### src/rtl/key_debounce_bank.sv
// key_debounce_bank: N-channel push-button synchroniser/debouncer with level, press and release outputs.
// Optional auto-repeat on held keys is enabled by defining KEY_AUTOREPEAT_EN.
module key_debounce_bank #(
  parameter int unsigned           N_KEYS          = 4,
  parameter int unsigned           CNT_W           = 20,
  parameter logic [CNT_W-1:0]      DEBOUNCE_CYCLES = 20'd1_000_000,
  parameter bit                    ACTIVE_LOW      = 1'b1,
  parameter int unsigned           RPT_W           = 27,
  parameter logic [RPT_W-1:0]      REPEAT_DELAY    = 27'd25_000_000,
  parameter logic [RPT_W-1:0]      REPEAT_PERIOD   = 27'd5_000_000
) (
  input  logic              CLOCK_50,
  input  logic              RESET_N,
  input  logic [N_KEYS-1:0] key_raw,
  output logic [N_KEYS-1:0] key_level,
  output logic [N_KEYS-1:0] key_press,
  output logic [N_KEYS-1:0] key_release,
  output logic [N_KEYS-1:0] key_repeat
);
  localparam logic [CNT_W-1:0] CNT_MAX = DEBOUNCE_CYCLES - 1'b1;
  typedef enum logic [1:0] {REL, PRESS_PEND, PRESSED, REL_PEND} state_t;
  logic [N_KEYS-1:0] meta_q, sync_q, s;
  always_ff @(posedge CLOCK_50 or negedge RESET_N)
    if (!RESET_N) begin
      meta_q <= {N_KEYS{ACTIVE_LOW}};
      sync_q <= {N_KEYS{ACTIVE_LOW}};
    end else begin
      meta_q <= key_raw;
      sync_q <= meta_q;
    end
  assign s = ACTIVE_LOW ? ~sync_q : sync_q;
  for (genvar i = 0; i < N_KEYS; i++) begin : g_ch
    state_t           state_q;
    logic [CNT_W-1:0] cnt_q;
    logic             level_q, press_q, release_q, repeat_q;
    always_ff @(posedge CLOCK_50 or negedge RESET_N)
      if (!RESET_N) begin
        state_q   <= REL;
        cnt_q     <= '0;
        level_q   <= 1'b0;
        press_q   <= 1'b0;
        release_q <= 1'b0;
      end else begin
        press_q   <= 1'b0;
        release_q <= 1'b0;
        case (state_q)
          REL:
            if (s[i]) begin
              state_q <= PRESS_PEND;
              cnt_q   <= '0;
            end
          PRESS_PEND:
            if (!s[i]) begin
              state_q <= REL;
              cnt_q   <= '0;
            end else if (cnt_q == CNT_MAX) begin
              state_q <= PRESSED;
              cnt_q   <= '0;
              level_q <= 1'b1;
              press_q <= 1'b1;
            end else cnt_q <= cnt_q + 1'b1;
          PRESSED:
            if (!s[i]) begin
              state_q <= REL_PEND;
              cnt_q   <= '0;
            end
          REL_PEND:
            if (s[i]) begin
              state_q <= PRESSED;
              cnt_q   <= '0;
            end else if (cnt_q == CNT_MAX) begin
              state_q   <= REL;
              cnt_q     <= '0;
              level_q   <= 1'b0;
              release_q <= 1'b1;
            end else cnt_q <= cnt_q + 1'b1;
          default: state_q <= REL;
        endcase
      end
`ifdef KEY_AUTOREPEAT_EN
    // Hold time accrues on every pressed sample while debounced-pressed; reload keeps later repeats one period apart.
    localparam logic [RPT_W-1:0] RPT_MAX    = REPEAT_DELAY - 1'b1;
    localparam logic [RPT_W-1:0] RPT_RELOAD = REPEAT_DELAY - REPEAT_PERIOD;
    logic [RPT_W-1:0] rpt_q;
    always_ff @(posedge CLOCK_50 or negedge RESET_N)
      if (!RESET_N) begin
        rpt_q    <= '0;
        repeat_q <= 1'b0;
      end else begin
        repeat_q <= 1'b0;
        if (state_q == REL || state_q == PRESS_PEND) rpt_q <= '0;
        else if (s[i]) begin
          rpt_q    <= (rpt_q == RPT_MAX) ? RPT_RELOAD : rpt_q + 1'b1;
          repeat_q <= (rpt_q == RPT_MAX);
        end
      end
`else
    assign repeat_q = 1'b0;
`endif
    assign key_level[i]   = level_q;
    assign key_press[i]   = press_q | repeat_q;
    assign key_release[i] = release_q;
    assign key_repeat[i]  = repeat_q;
  end
`ifndef KEY_AUTOREPEAT_EN
  logic unused_rpt;
  assign unused_rpt = ^{REPEAT_DELAY, REPEAT_PERIOD, RPT_W[0]};
`endif
endmodule

### config.mk
export PLATFORM = sky130hd
export DESIGN_NAME = key_debounce_bank
export DESIGN_NICKNAME = d
export VERILOG_FILES = /design/src/rtl/key_debounce_bank.sv
export SDC_FILE = /design/constraint.sdc
export NUM_CORES = 1
export LEC_CHECK = 0
export ABC_CLOCK_PERIOD_IN_PS = 2600
export CAP_MARGIN = 40
export CELL_PAD_IN_SITES_DETAIL_PLACEMENT = 1
export CELL_PAD_IN_SITES_GLOBAL_PLACEMENT = 2
export CORE_UTILIZATION = 40
export CTS_CLUSTER_DIAMETER = 30
export CTS_CLUSTER_SIZE = 24
export DETAILED_ROUTE_END_ITERATION = 8
export PLACE_DENSITY_LB_ADDON = 0.05
export SYNTH_ARGS = -nofsm -noshare
export SYNTH_HDL_FRONTEND = slang
export SYNTH_SLANG_ARGS = --single-unit
### constraint.sdc
create_clock -name CLOCK_50 -period 2.6 [get_ports CLOCK_50]
set_clock_uncertainty 0.2 [all_clocks]
set_input_delay 0.26 -clock CLOCK_50 [delete_from_list [all_inputs] [get_ports CLOCK_50]]
set_output_delay 0.26 -clock CLOCK_50 [all_outputs]
set_load 0.05 [all_outputs]
==> impl_metrics.yaml <==
timing:
  fin_tns_setup_ps: 0
  holdWs_ps: 111
  finalMaxSlewViolations: 0
  max-slew-margin-rel_pct: 50.0
  max_freq_mhz: 425
  setup_ws_ps: 244
  rsz0062_at_grt: "false"
  min_period_over_period_pct: 90.6
  tightestPinTransition_ps: 745
  period_needed_ps: 2360
  setup_violations: 0
  finalHoldViolCount: 0
worst_setup_path:
  slowest_delay_ps: 410
  worstSetupPathType: "register to register"
  cpMostUsedCell: "and4_1"
  cp-end-kind: "register"
  critPathTopFamily: "compound AO/OA/AOI/OAI gates"
  path_buf_inv: 1
  slowest_stage: "dfrtp_1"
  crit_chain: "ha_1 > and4_1 > and4_1 > a21oi_4 > buf_4 > a41oi_1 > a31oi_1"
  cp.arrival_ps: 2430
  critPathRequiredTime_ps: 2670
  worstPathMaxFanout: 15
  setup.worst_path.start_class: "register"
grt:
  grt_pass1_wl_mm: 22.8
  grt_usage_pct: 19.7
  antenna_found_initial: 0
  grt_max_degree: 68
  grt_pass1_vias: 4507
  overflow: 0
floorplanning:
  start_util_pct: 41.6
  rows: 42
  core_area_sq_um: 13400
  die-area_sq_um: 14400
  die_y_um: 120
  dieWidth_um: 120
  pin_count: 22
cts:
  clock_sinks: 108
  cts_tree: "done"
  clk_latency_ps: 350
  cts-htree-levels: 3
  clock_path_buffers: 2
  cts_inserted_buffers: 9
  cts_root_buf: "clkbuf_16"
  clk_pin_slew_ps: 70
  cts_resized: 0
  postCtsSetupBuffers: 0
synth:
  synth-main-ff-cell: "dfrtp_1"
  syn_avg_cell_area_sq_um: 9.88
  synthesis.instances: 565
  yosys_warnings: 0
  synth_top_area_share_pct: 44.8
  async_flop_share_pct: 100
  ys_types: 65
  yosysTopAreaCell: "dfrtp_1"
  netlist_area_sq_um: 5580
  ys_ff_latch: 108
  synth_edf_count: 0
  ys_seq_area_share_pct: 48.6
  synthTopCellsByArea: "dfrtp_1 45%, nand3_1 3.9%, a31oi_1 3.8%"
route:
  ant_nets: 0
  drt_iter0_markers: 235
  drcViolationCount: 0
  wirelength_mm: 12.8
  avgRoutedWirePerCell_um: 16.9
  routed_via_density: 5.71
  dr.pass1.iters: 7
  vias: 4329
run:
  maxCapViolCount: 0
power_and_ir_drop:
  powerDensity_nw_per_um2: 556
  irDropWorstVdd_v: 0.000356
  p_leak_nw: 2.64
final_layout:
  stdcell_count: 758
  drive_gt1_share_pct: 11.2
  n_fill_cell: 1505
  final_cell_mix: "100 x dfrtp_1, 49 x nor2_1, 47 x nand2_1"
  syn_to_final_growth_pct: 11.8
  num-nets-final: 587
  layout_commonest_cell: "dfrtp_1"
  diodes: 0
  fin_util_pct: 46.6
placement:
  dp.cells: 741
  dp_slack_ps: 271
  portBuffers: 17
  gp_congestion: 0.750
  dp_hpwl_mm: 8.88
outcome:
  status: "complete, no violations"
min_path:
  worstHoldPathType: "input port to register"
-- metrics by stage --
stage	instance area, sq um	power [mW]
6_report	6240	3.47
3_3_place_gp	5900	2.00
5_1_grt	6240	3.61
3_5_place_dp	5910	2.01
4_1_cts	6240	3.52
2_1_floorplan	5590	1.92
-- cell usage after synthesis, types with 11 or more instances --
library cell and instances:
a31oi_1 34, inv_1 15, o21ai_0 21, buf_4 17, nand3_1 43, a21oi_1 29, nor2_1 49, dfrtp_1 100
buf_2 12, nand2_1 47, xor2_1 20, a22o_1 13, and3_1 14, nand4_1 16, and4_1 11
-- report_power, final --
part	switching [mW]	internal (mW)	total (mW)	leakage (nW)
sequential	0.0416	1.72	1.76	1.47
clock	0.628	0.867	1.50	0.159
combinational	0.139	0.0734	0.212	1.01
total	0.809	2.66	3.47	2.64
-- logic make-up (layout without fill, tap and decap cells) --
kind of cell	after synthesis	after routing	share of synthesized area (%)
compound gates	127	127	15.3
xor+xnor	29	29	4.69
fa+ha+maj	4	4	0.897
buf+inv	51	65	4.98
flops	108	108	48.6
mux	12	12	2.24
other cells	1	4	0.0672
simple gates	233	233	23.2
-- path summary, 6_finish.rpt --
kind,from,end,slack [ps],depth (start not counted)
setup / recovery,g_ch[1].cnt_q[0],g_ch[1].cnt_q[11],240,7
hold / removal,key_raw[3],meta_q[3],110,1
setup reg to reg,g_ch[1].cnt_q[0],g_ch[1].cnt_q[11],240,7
hold reg to reg,meta_q[0],sync_q[0],150,0
max in group asynchronous,RESET_N,meta_q[0],1260,3
min in group asynchronous,RESET_N,g_ch[2].cnt_q[13],190,2
-- per-layer routing --
metal	vias to the layer above	part of all wire (%)	global-route usage, %
met2	44	49	31.5
met4	0	0.75	4.53
met3	6	2.5	4.47
met5	-	0	0
li1	2064	-	-
met1	2215	48	27.0
-- layout make-up --
class | count | area [sq um] | area share, %
clock buffers | 11 | 243 | 3.89
clock inverters | 5 | 75.1 | 1.20
inverters | 15 | 56.3 | 0.903
multi-input cells | 409 | 2600 | 41.7
flip-flops and latches | 108 | 2710 | 43.5
well taps | 176 | 220 | 3.53
repair buffers | 34 | 330 | 5.29
-- repair_timing --
item,CTS,global route
setup endpoints to repair,0,0
hold buffers,1,0
hold endpoints to repair,29,0
-- sequential cells by signal, summed over array words and instances (netlist names), named ones only --
| name | flops |
|---|---|
| g_ch.release_q | 4 |
| g_ch.press_q | 4 |
| meta_q | 4 |
| g_ch.level_q | 4 |
| g_ch.cnt_q | 80 |
| g_ch.state_q | 4 |
| sync_q | 4 |
Power figures use the tool's default switching activity.
